[src/rtl/coax_pkg.sv]
// Shared types and widths for the coax transmit controller.
// Optional feature macro used by this slice: COAX_TX_CTRL_ABORT_EN.
package coax_pkg;

  localparam int unsigned WORD_W  = 10;
  localparam int unsigned ADDR_W  = 5;
  localparam int unsigned LEN_W   = 6;
  localparam int unsigned MAX_LEN = 32;

  typedef enum logic [2:0] {
    S_IDLE       = 3'd0,
    S_FETCH      = 3'd1,
    S_WAIT_READY = 3'd2,
    S_DRAIN      = 3'd3,
    S_GAP        = 3'd4
  } state_t;

  // Requested lengths beyond the buffer depth are served as a full buffer.
  function automatic logic [LEN_W-1:0] clamp_len(input logic [LEN_W-1:0] len);
    return (len > LEN_W'(MAX_LEN)) ? LEN_W'(MAX_LEN) : len;
  endfunction

endpackage

[src/rtl/coax_tx_ctrl_timer.sv]
// Loadable down-counter shared by the GAP interval and the ready/drain timeouts.
// Load wins over counting; the count parks at zero.
module coax_tx_ctrl_timer #(
  parameter int unsigned W = 11
) (
  input  logic         clk,
  input  logic         reset_n,
  input  logic         i_load,
  input  logic [W-1:0] i_load_val,
  output logic         o_zero
);

  logic [W-1:0] r_count;

  always_ff @(posedge clk or negedge reset_n) begin
    if (!reset_n) begin
      r_count <= '0;
    end else if (i_load) begin
      r_count <= i_load_val;
    end else if (r_count != '0) begin
      r_count <= r_count - 1'b1;
    end
  end

  assign o_zero = (r_count == '0);

endmodule

[src/rtl/coax_tx_ctrl.sv]
// Frame sequencer: reads words from an external buffer and hands them to coax_tx.
// Build option: define COAX_TX_CTRL_ABORT_EN to add the abort input.
module coax_tx_ctrl
  import coax_pkg::*;
#(
  parameter int unsigned GAP_CYCLES     = 16,
  parameter int unsigned TIMEOUT_CYCLES = 1024
) (
  input  logic              clk,
  input  logic              reset_n,
`ifdef COAX_TX_CTRL_ABORT_EN
  input  logic              abort,
`endif
  input  logic              start,
  input  logic [LEN_W-1:0]  length,
  output logic [ADDR_W-1:0] buf_addr,
  input  logic [WORD_W-1:0] buf_data,
  output logic [WORD_W-1:0] coax_data,
  output logic              coax_load,
  input  logic              coax_ready,
  input  logic              coax_active,
  output logic              busy,
  output logic              done,
  output logic              error
);

  localparam int unsigned TMR_MAX = (GAP_CYCLES > TIMEOUT_CYCLES) ? GAP_CYCLES : TIMEOUT_CYCLES;
  localparam int unsigned TMR_W   = $clog2(TMR_MAX + 1);
  // Timer is loaded with N-1 so that the zero cycle is the Nth cycle in the state.
  localparam logic [TMR_W-1:0] TO_LOAD  = TMR_W'(TIMEOUT_CYCLES - 1);
  localparam logic [TMR_W-1:0] GAP_LOAD = TMR_W'(GAP_CYCLES - 1);

  state_t              r_state, w_state_nxt;
  logic [LEN_W-1:0]    r_len, w_len_nxt;
  logic [LEN_W-1:0]    r_idx, w_idx_nxt, w_idx_inc;
  logic [ADDR_W-1:0]   r_buf_addr, w_addr_nxt;
  logic [WORD_W-1:0]   r_coax_data, w_data_nxt;
  logic                r_done, w_done_nxt;
  logic                r_error, w_error_nxt;
  logic                w_load;
  logic                w_tmr_load;
  logic [TMR_W-1:0]    w_tmr_val;
  logic                w_tmr_zero;
  logic                w_abort;

`ifdef COAX_TX_CTRL_ABORT_EN
  assign w_abort = abort;
`else
  assign w_abort = 1'b0;
`endif

  assign w_idx_inc = r_idx + 1'b1;

  coax_tx_ctrl_timer #(
    .W (TMR_W)
  ) u_timer (
    .clk        (clk),
    .reset_n    (reset_n),
    .i_load     (w_tmr_load),
    .i_load_val (w_tmr_val),
    .o_zero     (w_tmr_zero)
  );

  always_ff @(posedge clk or negedge reset_n) begin
    if (!reset_n) begin
      r_state <= S_IDLE;
    end else begin
      r_state <= w_state_nxt;
    end
  end

  always_comb begin
    w_state_nxt = r_state;
    w_len_nxt   = r_len;
    w_idx_nxt   = r_idx;
    w_addr_nxt  = r_buf_addr;
    w_data_nxt  = r_coax_data;
    w_done_nxt  = 1'b0;
    w_error_nxt = 1'b0;
    w_load      = 1'b0;
    w_tmr_load  = 1'b0;
    w_tmr_val   = TO_LOAD;

    unique case (r_state)
      S_IDLE: begin
        if (start) begin
          if (length == '0) begin
            w_done_nxt = 1'b1;
          end else begin
            w_len_nxt   = clamp_len(length);
            w_idx_nxt   = '0;
            w_addr_nxt  = '0;
            w_state_nxt = S_FETCH;
          end
        end
      end
      S_FETCH: begin
        w_data_nxt  = buf_data;
        w_tmr_load  = 1'b1;
        w_tmr_val   = TO_LOAD;
        w_state_nxt = S_WAIT_READY;
      end
      S_WAIT_READY: begin
        if (coax_ready) begin
          w_load    = 1'b1;
          w_idx_nxt = w_idx_inc;
          if (w_idx_inc == r_len) begin
            w_tmr_load  = 1'b1;
            w_tmr_val   = TO_LOAD;
            w_state_nxt = S_DRAIN;
          end else begin
            w_addr_nxt  = w_idx_inc[ADDR_W-1:0];
            w_state_nxt = S_FETCH;
          end
        end else if (w_tmr_zero) begin
          w_error_nxt = 1'b1;
          w_state_nxt = S_IDLE;
        end
      end
      S_DRAIN: begin
        if (!coax_active) begin
          w_tmr_load  = 1'b1;
          w_tmr_val   = GAP_LOAD;
          w_state_nxt = S_GAP;
        end else if (w_tmr_zero) begin
          w_error_nxt = 1'b1;
          w_state_nxt = S_IDLE;
        end
      end
      S_GAP: begin
        if (w_tmr_zero) begin
          w_done_nxt  = 1'b1;
          w_state_nxt = S_IDLE;
        end
      end
      default: w_state_nxt = S_IDLE;
    endcase

    // Abort overrides everything decided above, including a same-cycle load.
    if (w_abort && (r_state != S_IDLE)) begin
      w_state_nxt = S_IDLE;
      w_load      = 1'b0;
      w_done_nxt  = 1'b0;
      w_error_nxt = 1'b1;
      w_tmr_load  = 1'b0;
    end
  end

  always_ff @(posedge clk or negedge reset_n) begin
    if (!reset_n) begin
      r_len       <= '0;
      r_idx       <= '0;
      r_buf_addr  <= '0;
      r_coax_data <= '0;
      r_done      <= 1'b0;
      r_error     <= 1'b0;
    end else begin
      r_len       <= w_len_nxt;
      r_idx       <= w_idx_nxt;
      r_buf_addr  <= w_addr_nxt;
      r_coax_data <= w_data_nxt;
      r_done      <= w_done_nxt;
      r_error     <= w_error_nxt;
    end
  end

  assign buf_addr  = r_buf_addr;
  assign coax_data = r_coax_data;
  assign coax_load = w_load;
  assign busy      = (r_state != S_IDLE);
  assign done      = r_done;
  assign error     = r_error;

endmodule

[config.mk]
export PLATFORM = sky130hd
export DESIGN_NAME = coax_tx_ctrl
export DESIGN_NICKNAME = d
export VERILOG_FILES = /design/src/rtl/coax_pkg.sv /design/src/rtl/coax_tx_ctrl_timer.sv /design/src/rtl/coax_tx_ctrl.sv
export SDC_FILE = /design/constraint.sdc
export NUM_CORES = 1
export LEC_CHECK = 0
export ABC_AREA = 1
export BUFFER_PORTS_ARGS = -buffer_cell sky130_fd_sc_hd__buf_4
export CELL_PAD_IN_SITES_DETAIL_PLACEMENT = 0
export CELL_PAD_IN_SITES_GLOBAL_PLACEMENT = 1
export CORE_MARGIN = 4
export CORE_UTILIZATION = 43
export DETAILED_ROUTE_END_ITERATION = 10
export GPL_TIMING_DRIVEN = 0
export PLACE_DENSITY_LB_ADDON = 0.05
export SYNTH_ARGS = -nofsm -noshare
export SYNTH_HDL_FRONTEND = slang
export SYNTH_HIERARCHICAL = 1
export SYNTH_SLANG_ARGS = --single-unit
[constraint.sdc]
create_clock -name clk -period 5.24 [get_ports clk]
set_input_delay 0.262 -clock clk [delete_from_list [all_inputs] [get_ports clk]]
set_output_delay 0.262 -clock clk [all_outputs]
set_load 0.02 [all_outputs]
==> results of run 1 <==
[synthesized netlist by cell type]
cell,n,area (µm²)
nor2_1,21,78.83
o21bai_1,2,15.01
nand2_2,4,25.02
ha_1,2,25.02
dfrtp_1,43,1076
nand4_1,4,25.02
inv_1,34,127.6
or2_2,3,18.77
conb_1,2,7.510
nor2_4,3,33.78
buf_2,4,20.02
buf_6,2,22.52
o21ai_1,6,30.03
nand3_2,5,50.05
nand2_1,100,375.4
o21ai_2,1,8.760
o22ai_1,1,6.260
nor2_2,10,62.56
nor4_1,1,6.260
inv_2,8,30.03
a22o_1,1,8.760
nand3_1,29,145.1
o21ai_0,18,90.09
a21oi_1,7,35.03
clkinv_1,1,3.750
nand3b_1,1,7.510
nor3_1,4,20.02
[final cells by class]
type | instances | area [µm²] | area share
Timing Repair Buffer | 40 | 302.8 | 0.1066
Multi-Input combinational cell | 228 | 1086 | 0.3822
Inverter | 43 | 161.4 | 0.05680
Clock buffer | 6 | 72.57 | 0.02554
Sequential cell | 43 | 1076 | 0.3787
Tap cell | 70 | 87.58 | 0.03082
Buffer | 6 | 42.54 | 0.01497
Clock inverter | 2 | 12.51 | 0.004403
[per-layer routing]
layer  routed length (µm)  GRT usage
met1                 2530     0.2410
met4                   48    0.04485
met2                 2206     0.2488
met5                    0          0
met3                  272    0.04057
[worst max-delay path, delay by kind of cell, from the launching register on]
family                   cells  cell delay (ns)
AO/OA/AOI/OAI                2             0.37
flip-flops                   1             0.46
adder cells (fa/ha/maj)      1             0.36
AND/OR/NAND/NOR              9             0.82
buffers and inverters        4             0.40
[what timing repair did]
action	4_1_cts	5_1_grt
hold endpoints to repair	43	0
resized for setup	0	0
hold buffers	1	0
[where the power goes]
part	internal, mW	switching (mW)
Sequential	0.455	0.0924
Combinational	0.270	0.452
Clock	0.0932	0.112
Total	0.818	0.657
[registers in the layout (all words and copies together), names as in the netlist]
name	count
u_timer/r_count	11
coax_data	10
r_idx	6
r_len	6
buf_addr	5
r_state	3
done	1
error	1
[worst paths after layout]
path	start	endpoint	slack (ns)	cells past startpoint
worst min-delay path	buf_data[4]	coax_data[4]	0.16	3
worst min register to register	coax_data[5]	coax_data[5]	0.47	2
max in group asynchronous	reset_n	u_timer/r_count[5]	4.36	2
worst max-delay path	r_idx[0]	u_timer/r_count[8]	2.74	16
min in group asynchronous	reset_n	r_len[4]	0.49	2
worst max register to register	r_idx[0]	u_timer/r_count[8]	2.74	16
[cells by family after synthesis]
logic type               synth area share
flip-flops                         0.4570
adder cells (fa/ha/maj)           0.01063
other                            0.003189
buffers and inverters             0.08661
AO/OA/AOI/OAI                     0.08236
AND/OR/NAND/NOR                    0.3603
==> results.tsv, run 1 <==
stage	metric	value	unit
status	status	completed	
cts	TritonCTS Buffers	5	
placed_design	Setup WS pre-CTS	2.775	ns
timing	endpoints failing setup	0	
worst_setup_path	crit path cell chain	ha_1, inv_1, nand2_1, nand2_1, nor2_1, nand3_1, nor2_1, nand2_1, o21ai_0, inv_2, buf_2, nand2_1, nand2_1, o21ai_2, inv_2, nor2_2	
timing	post-route minimum period	2.495	ns
worst_setup_path	CP Max Fanout	10	
power_and_ir_drop	Peak VDD IR	0.2687	mV
finish	commonest non-fill, non-tap cell in the layout	nand2_1	
finish	most frequent cells in the layout	100 x nand2_1, 43 x dfrtp_1, 39 x buf_4, 34 x inv_1, 29 x nand3_1	
placed_design	port bufs	39	
yosys	Synth cell types	27	
finish	layout cells sized above 1	0.2337	
yosys	mapped cell area	2355	µm²
routing	drt total wl	5058	µm
timing	setup_tns	0	ns
finish	final std cells w/o fill	438	
timing	relative slew slack	0.6187	
global_routing	GR Util All Layers	0.1668	
die	die height	82	µm
global_routing	initial antenna violation count	0	
routing	DR vias	2057	
cts	clk sinks	43	
timing	Setup WS post-layout	2.745	ns
yosys	Ys Warns	6	
routing	starting DRC count in detailed routing	72	
timing	Final Cycle Share	0.4762	
timing	Layout Skew	0.007620	ns
worst_setup_path	arrival time worst endpoint	2.72	ns
hold_path	Hold Path Class	in -> reg	
timing	RSZ-0062 raised after global routing	no	
routing	Antenna Nets Post-Route	0	
finish	Final Util	0.5459	
timing	hold_ws	0.1647	ns
power_and_ir_drop	Power Density	519.0	nW/µm²
yosys	synthesized flop and latch total	43	
yosys	Mapped Cells	317	
finish	Synth-to-Final Area Change	20.67	%
die	Floorplan Core Area	5205	µm²
timing	Slew @ Worst Pin	0.5668	ns
worst_setup_path	Setup crit start kind	flop	
cts	cell at the root of the clock tree	clkbuf_8	
routing	vias per inst	4.696	
placed_design	final RePlAce weighted congestion	0.7762	
worst_setup_path	Setup CP Type	reg -> reg	
placed_design	DP Wirelength	3835	µm
timing	final slew viol count	0	
cts	TritonCTS clock tree	yes	
global_routing	number of global-route vias before repair	1871	
global_routing	first-pass GRT wire length	8590	µm
finish	antenna fix cells	0	
cts	Clk Latency, worst-skew pair	0.29	ns
routing	# DRC	0	
timing	Hold Vio Cnt, Final	0	
finish	Total Nets Final	390	
routing	TritonRoute pass-1 iters	4	
cts	clock-pin slew on the worst setup and hold paths	0.08	ns
placed_design	Placed Area	2746	µm²
cts	clk buf depth	2	
cts	htree depth	2	
routing	drt wl/cell	11.55	µm
global_routing	largest net degree at the start of global routing	44	
worst_setup_path	Worst path max stage delay	0.46	ns
die	Boundary Pins	40	
yosys	Avg Synthesized Cell Area	7.428	µm²
worst_setup_path	CP endpoint kind	flop	
global_routing	Remaining Overflow, GRT	0	
timing	maximum operating frequency	400.7	MHz
finish	Filler cells	528	
finish	final instance area	2841	µm²
run	max cap viols	0	
die	Horiz. Die Dim	82	µm
power_and_ir_drop	Power, Total	1.475	mW
die	DIE AREA	6724	µm²
worst_setup_path	most frequent CP cell	nand2_1	
die	starting density of the core	0.4524	
yosys	register area share after synthesis	0.4570	
cts	Setup Buffers After CTS	0	
placed_design	total placed cells including tap cells	429	
worst_setup_path	WP data required	5.46	ns
power_and_ir_drop	LEAKAGE	1.455	nW
die	# rows	26	
worst_setup_path	Crit-path slowest cell	dfrtp_1	
(Power assumes the default switching activity.)
==> inputs of run 2 (changes only) <==
--- a/config.mk
+++ b/config.mk
@@ -10,7 +10,7 @@
 export CELL_PAD_IN_SITES_DETAIL_PLACEMENT = 0
 export CELL_PAD_IN_SITES_GLOBAL_PLACEMENT = 1
 export CORE_MARGIN = 4
-export CORE_UTILIZATION = 43
+export CORE_UTILIZATION = 40
 export DETAILED_ROUTE_END_ITERATION = 10
 export GPL_TIMING_DRIVEN = 0
 export PLACE_DENSITY_LB_ADDON = 0.05
==> constraint.sdc (replaced) <==
create_clock -name clk -period 2.6 [get_ports clk]
set_input_delay 0.13 -clock clk [delete_from_list [all_inputs] [get_ports clk]]
set_output_delay 0.13 -clock clk [all_outputs]
set_load 0.02 [all_outputs]
==> results.tsv, run 2 (synthesis results as in run 1) <==
stage	metric	value	unit	change
status	status	completed		
routing	starting DRC count in detailed routing	68		-5.6%
finish	multi-input logic area	1092	µm²	+0.58%
die	Horiz. Die Dim	84.73	µm	+3.3%
finish	Filler cells	569		+7.8%
global_routing	largest net degree at the start of global routing	44		unchanged
timing	maximum operating frequency	433.7	MHz	+8.2%
timing	post-route minimum period	2.306	ns	-0.1897 ns
finish	Total Nets Final	390		unchanged
worst_setup_path	Setup crit start kind	flop		
die	Boundary Pins	40		unchanged
cts	htree depth	2		unchanged
cts	clock-pin slew on the worst setup and hold paths	0.08	ns	about the same
timing	setup_tns	0	ns	unchanged
finish	commonest non-fill, non-tap cell in the layout	nand2_1		
cts	clk buf depth	2		unchanged
routing	drt wl/cell	11.66	µm	+0.98%
timing	Hold Vio Cnt, Final	0		unchanged
worst_setup_path	arrival time worst endpoint	2.54	ns	-0.18 ns
routing	WL met2	2038	µm	-7.6%
finish	layout cells sized above 1	0.2398		+0.006086
routing	highest routed layer	met4		
cts	cell at the root of the clock tree	clkbuf_8		
worst_setup_path	CP Max Fanout	10		unchanged
global_routing	Remaining Overflow, GRT	0		unchanged
worst_setup_path	reg2reg start	r_idx[0]		
hold_path	Hold Path End	coax_data[1]		
run	max cap viols	0		unchanged
routing	# DRC	0		unchanged
routing	M1 WL	2701	µm	+6.8%
finish	Largest Register	u_timer/r_count		
power_and_ir_drop	Power Density	1075	nW/µm²	+110%
routing	drt total wl	5119	µm	+1.2%
routing	DR vias	1992		-3.2%
routing	met3 WL	304	µm	+12%
worst_setup_path	Setup CP Type	reg -> reg		
cts	Clk Latency, worst-skew pair	0.29	ns	about the same
finish	antenna fix cells	0		unchanged
finish	Synth-to-Final Area Change	21.94	%	
worst_setup_path	critical path buffer and inverter count	4		unchanged
worst_setup_path	most frequent CP cell	nand2_1		
timing	final slew viol count	0		unchanged
timing	endpoints failing setup	0		unchanged
power_and_ir_drop	Peak VDD IR	0.4688	mV	+74%
hold_path	hold_sp	buf_data[1]		
cts	clk sinks	43		unchanged
worst_setup_path	delay-heaviest family, CP	simple AND/OR/NAND/NOR gates		
global_routing	GR Util All Layers	0.1513		-0.01552
global_routing	number of global-route vias before repair	1883		+0.64%
worst_setup_path	WP data required	2.84	ns	-2.62 ns
placed_design	DP Wirelength	3873	µm	+0.99%
finish	max reg flops	11		unchanged
worst_setup_path	Worst path max stage delay	0.47	ns	about the same
worst_setup_path	flop2flop setup slack	0.29	ns	-2.45 ns
die	starting density of the core	0.4199		-0.03250
worst_setup_path	crit path cell chain	ha_1, inv_1, nand2_1, nand2_1, nand2_1, nand2_1, nand3_1, nor2_2, nand2_1, o21ai_2, inv_2, buf_2, nand2_1, nand2_1, o21ai_2, inv_2, nor2_2		
die	Floorplan Core Area	5608	µm²	+7.7%
timing	Layout Skew	0.004539	ns	-0.003082 ns
global_routing	first-pass GRT wire length	8783	µm	+2.2%
routing	Antenna Nets Post-Route	0		unchanged
placed_design	port bufs	39		unchanged
hold_path	Hold Path Class	in -> reg		
worst_setup_path	CP endpoint kind	flop		
power_and_ir_drop	LEAKAGE	1.465	nW	+0.69%
global_routing	initial antenna violation count	0		unchanged
die	DIE AREA	7178	µm²	+6.8%
routing	TritonRoute pass-1 iters	5		+1
cts	TritonCTS Buffers	5		unchanged
hold_path	hold path cells	3		unchanged
routing	vias per inst	4.538		-3.4%
timing	Slew @ Worst Pin	0.5565	ns	-0.01032 ns
timing	relative slew slack	0.6256		+0.006945
worst_setup_path	Crit-path slowest cell	dfrtp_1		
placed_design	final RePlAce weighted congestion	0.7725		-0.48%
timing	Final Cycle Share	0.8868		+0.4106
worst_setup_path	end of the worst register-to-register path	u_timer/r_count[8]		
finish	most frequent cells in the layout	100 x nand2_1, 43 x dfrtp_1, 39 x buf_4, 34 x inv_1, 29 x nand3_1		
die	die height	84.73	µm	+3.3%
finish	register area	1076	µm²	unchanged
timing	RSZ-0062 raised after global routing	no		
worst_setup_path	R2R cell count	17		+1
power_and_ir_drop	Power, Total	3.088	mW	+110%
cts	TritonCTS clock tree	yes		
die	# rows	27		+3.8%
==> run 2: changes by cell type in the layout (fill, tap and decap cells not counted), sizes merged <==
cell	previous run	this run
clkbuf	6	5
bufinv	0	1
clkinv	2	1
==> run 2: how the worst max path moves through the flow <==
| stage | start | end | depth (start not counted) |
|---|---|---|---|
| 6_report | r_idx[0] | u_timer/r_count[8] | 17 |
| 5_1_grt | r_idx[0] | u_timer/r_count[8] | 16 |
| 4_1_cts | r_idx[0] | u_timer/r_count[8] | 16 |
| 3_5_place_dp | r_idx[0] | u_timer/r_count[8] | 16 |
| 3_3_place_gp | r_idx[0] | u_timer/r_count[8] | 16 |
| 2_1_floorplan | r_idx[0] | u_timer/r_count[8] | 16 |
==> run 2: layer usage <==
layer | GRT usage | vias to the layer above
li1 | - | 1091
met4 | 0.04748 | 0
met2 | 0.2164 | 40
met1 | 0.2198 | 855
met3 | 0.04416 | 6
met5 | 0 | -
==> run 2: what timing repair did <==
item	CTS	global route
hold endpoints to repair	43	0
endpoints found under the setup margin	0	11
hold buffers	1	0
setup buffers	0	0
gates resized for setup	0	3
==> run 2: cell type report <==
type,count,share of cell area
flip-flops and latches,43,0.3747
inverters,43,0.05621
multi-input cells,228,0.3804
clock buffers,5,0.02397
well taps,72,0.03137
repair buffers,40,0.1054
plain buffers,6,0.01481
clock inverters,2,0.01307
==> run 2: through the flow <==
stage	instances	setup WS (ns)	hold slack, ns	instance area (µm²)	util
floorplan	320	0.4760	-0.1656	2366	-
global placement	431	0.08901	0.1647	2749	0.4902
detailed placement	431	0.06763	0.1660	2749	0.4902
CTS	439	0.04828	0.01861	2865	0.5109
global route	439	0.04156	0.008055	2872	0.5120
finish	439	0.2943	0.02862	2872	0.5120
==> run 2: report_power, final <==
| group | internal [mW] | switching, mW | total (mW) |
|---|---|---|---|
| clock network | 0.281 | 0.232 | 0.513 |
| registers | 0.917 | 0.190 | 1.11 |
| logic | 0.547 | 0.921 | 1.47 |
| total | 1.75 | 1.34 | 3.09 |
==> run 2: worst register-to-register path, delay by kind of cell (launching register included) <==
family          cells  cell delay, ns
buf+inv             4            0.38
simple gates       10            0.85
compound gates      2            0.25
fa+ha+maj           1            0.29
flops               1            0.47
==> inputs of run 3 (changes only) <==
--- a/config.mk
+++ b/config.mk
@@ -10,7 +10,7 @@
 export CELL_PAD_IN_SITES_DETAIL_PLACEMENT = 0
 export CELL_PAD_IN_SITES_GLOBAL_PLACEMENT = 1
 export CORE_MARGIN = 4
-export CORE_UTILIZATION = 40
+export CORE_UTILIZATION = 30
 export DETAILED_ROUTE_END_ITERATION = 10
 export GPL_TIMING_DRIVEN = 0
 export PLACE_DENSITY_LB_ADDON = 0.05
==> results.tsv, run 3 (synthesis results as in run 1) <==
stage	metric	value	unit	change
run	max cap viols	0		unchanged
global_routing	Remaining Overflow, GRT	0		unchanged
timing	Layout Skew	0.01012	ns	+0.005586 ns
timing	Final Cycle Share	0.8991		+0.01233
cts	clk sinks	43		unchanged
power_and_ir_drop	Peak VDD IR	0.3357	mV	-28%
hold_path	Hold Path Class	in -> reg		
timing	setup_tns	0	ns	unchanged
power_and_ir_drop	LEAKAGE	1.461	nW	-0.29%
die	DIE AREA	9331	µm²	+30%
worst_setup_path	Setup crit start kind	flop		
finish	Largest Register	u_timer/r_count		
power_and_ir_drop	Internal	1.674	mW	-4.1%
finish	multi-input logic area	1090	µm²	-0.23%
finish	layout cells sized above 1	0.2398		unchanged
power_and_ir_drop	sequential fraction of design power	0.369		+0.011
timing	Slew @ Worst Pin	0.6455	ns	+0.08904 ns
worst_setup_path	most frequent CP cell	nand2_1		
global_routing	initial antenna violation count	0		unchanged
worst_setup_path	arrival time worst endpoint	2.57	ns	+0.03 ns
routing	drt wl/cell	11.84	µm	+1.5%
power_and_ir_drop	Clock Power Share	0.142		-0.024
routing	drt total wl	5553	µm	+8.5%
die	Boundary Pins	40		unchanged
timing	Hold Vio Cnt, Final	0		unchanged
die	starting density of the core	0.3063		-0.1136
finish	Filler cells	869		+53%
global_routing	GR Util All Layers	0.1286		-0.02273
global_routing	number of global-route vias before repair	1970		+4.6%
worst_setup_path	critical path buffer and inverter count	4		unchanged
routing	Antenna Nets Post-Route	0		unchanged
worst_setup_path	Worst path max stage delay	0.46	ns	about the same
worst_setup_path	CP endpoint kind	flop		
routing	starting DRC count in detailed routing	65		-4.4%
finish	register area	1077	µm²	+0.12%
finish	most frequent cells in the layout	100 x nand2_1, 42 x dfrtp_1, 39 x buf_4, 34 x inv_1, 29 x nand3_1		
die	Horiz. Die Dim	96.60	µm	+14%
die	# rows	32		+19%
power_and_ir_drop	Power Density	1042	nW/µm²	-3.1%
cts	clock-pin slew on the worst setup and hold paths	0.08	ns	about the same
worst_setup_path	delay-heaviest family, CP	simple AND/OR/NAND/NOR gates		
finish	Synth-to-Final Area Change	22.69	%	
global_routing	largest net degree at the start of global routing	44		unchanged
cts	Setup Buffers After CTS	0		unchanged
timing	final slew viol count	0		unchanged
cts	htree depth	2		unchanged
die	die height	96.60	µm	+14%
timing	RSZ-0062 raised after global routing	no		
power_and_ir_drop	Logic pwr share	0.488		+0.013
power_and_ir_drop	P_sw	1.338	mW	-0.38%
cts	TritonCTS Buffers	5		unchanged
status	status	completed		
placed_design	port bufs	39		unchanged
finish	Final Util	0.3758		-0.1362
routing	DR vias	2041		+2.5%
global_routing	first-pass GRT wire length	9335	µm	+6.3%
routing	TritonRoute pass-1 iters	4		-1
timing	post-route minimum period	2.338	ns	+0.03206 ns
cts	TritonCTS clock tree	yes		
worst_setup_path	WP data required	2.83	ns	about the same
power_and_ir_drop	Net Sw Frac	0.4442		+0.009341
worst_setup_path	Setup CP Type	reg -> reg		
die	Floorplan Core Area	7687	µm²	+37%
routing	# DRC	0		unchanged
timing	relative slew slack	0.5657		-0.05991
worst_setup_path	Crit-path slowest cell	dfrtp_2		
placed_design	DP Wirelength	4245	µm	+9.6%
cts	Clk Latency, worst-skew pair	0.29	ns	about the same
cts	clk buf depth	2		unchanged
routing	vias per inst	4.352		-4.1%
finish	commonest non-fill, non-tap cell in the layout	nand2_1		
finish	max reg flops	11		unchanged
placed_design	final RePlAce weighted congestion	0.7476		-3.2%
worst_setup_path	crit path cell chain	ha_1, inv_1, nand2_1, nand2_1, nand2_1, nand2_1, nand3_1, nor2_1, nand2_1, o21ai_2, inv_2, buf_2, nand2_1, nand2_1, o21ai_2, inv_2, nor2_2		
placed_design	total placed cells including tap cells	461		+7.0%
finish	final std cells w/o fill	469		+6.8%
worst_setup_path	CP Max Fanout	10		unchanged
timing	maximum operating frequency	427.8	MHz	-1.4%
finish	antenna fix cells	0		unchanged
timing	endpoints failing setup	0		unchanged
finish	Total Nets Final	390		unchanged
cts	cell at the root of the clock tree	clkbuf_8		
## run 3: cell count changes in the layout (fill, tap and decap cells not counted), sizes merged
cell      previous run  this run
bufinv               1         0
clkbuf               5         6
clkinv               1         2
clkinvlp             1         0
## run 3: power by group through the flow
| stage | Clock, mW | Combinational, mW | Sequential [mW] |
|---|---|---|---|
| global placement | 0 | 1.49 | 1.12 |
| global route | 0.477 | 1.69 | 1.15 |
| floorplan | 0 | 0.947 | 1.19 |
| CTS | 0.453 | 1.50 | 1.11 |
| finish | 0.429 | 1.47 | 1.11 |
| detailed placement | 0 | 1.49 | 1.12 |
## run 3: tightest hold or removal path: cells and delay by family
family	cells	cell delay [ns]
buffers and inverters	1	0.07
AND/OR/NAND/NOR	2	0.09
## run 3: cell type report
type	count	area share
well taps	102	0.04417
clock inverters	1	0.001732
inverters	43	0.05587
clock buffers	6	0.02858
repair buffers	40	0.1048
plain buffers	6	0.01472
flip-flops and latches	43	0.3729
multi-input cells	228	0.3772
## run 3: through the flow
step,setup WS [ns],instance area [µm²],power [mW],hold slack [ns]
floorplan,0.4760,2366,2.138,-0.1656
global placement,0.03682,2786,2.609,0.1768
detailed placement,0.06197,2786,2.613,0.1713
CTS,0.03298,2884,3.061,0.02332
global route,0.01289,2889,3.322,0.02659
finish,0.2623,2889,3.012,0.02756
## run 3: routing by layer
metal,GRT usage,part of all wire
met2,0.1897,0.44
met1,0.1905,0.51
met3,0.02556,0.034
met4,0.03505,0.012
met5,0,0
## run 3: worst paths after layout
check                      cells past startpoint   startpoint  slack (ns)            endpoint
setup / recovery                              17     r_idx[0]        0.26  u_timer/r_count[8]
hold / removal                                 3  buf_data[9]        0.03        coax_data[9]
setup reg to reg                              17     r_idx[0]        0.26  u_timer/r_count[8]
hold reg to reg                                2  buf_addr[4]        0.48         buf_addr[4]
max in group asynchronous                      2      reset_n        1.81            r_idx[0]
min in group asynchronous                      2      reset_n        0.37  u_timer/r_count[5]
## run 3: timing repair
item	CTS	global route
endpoints found under the hold margin	43	0
resized for setup	0	3
hold buffers	1	0
setup endpoints to repair	0	11
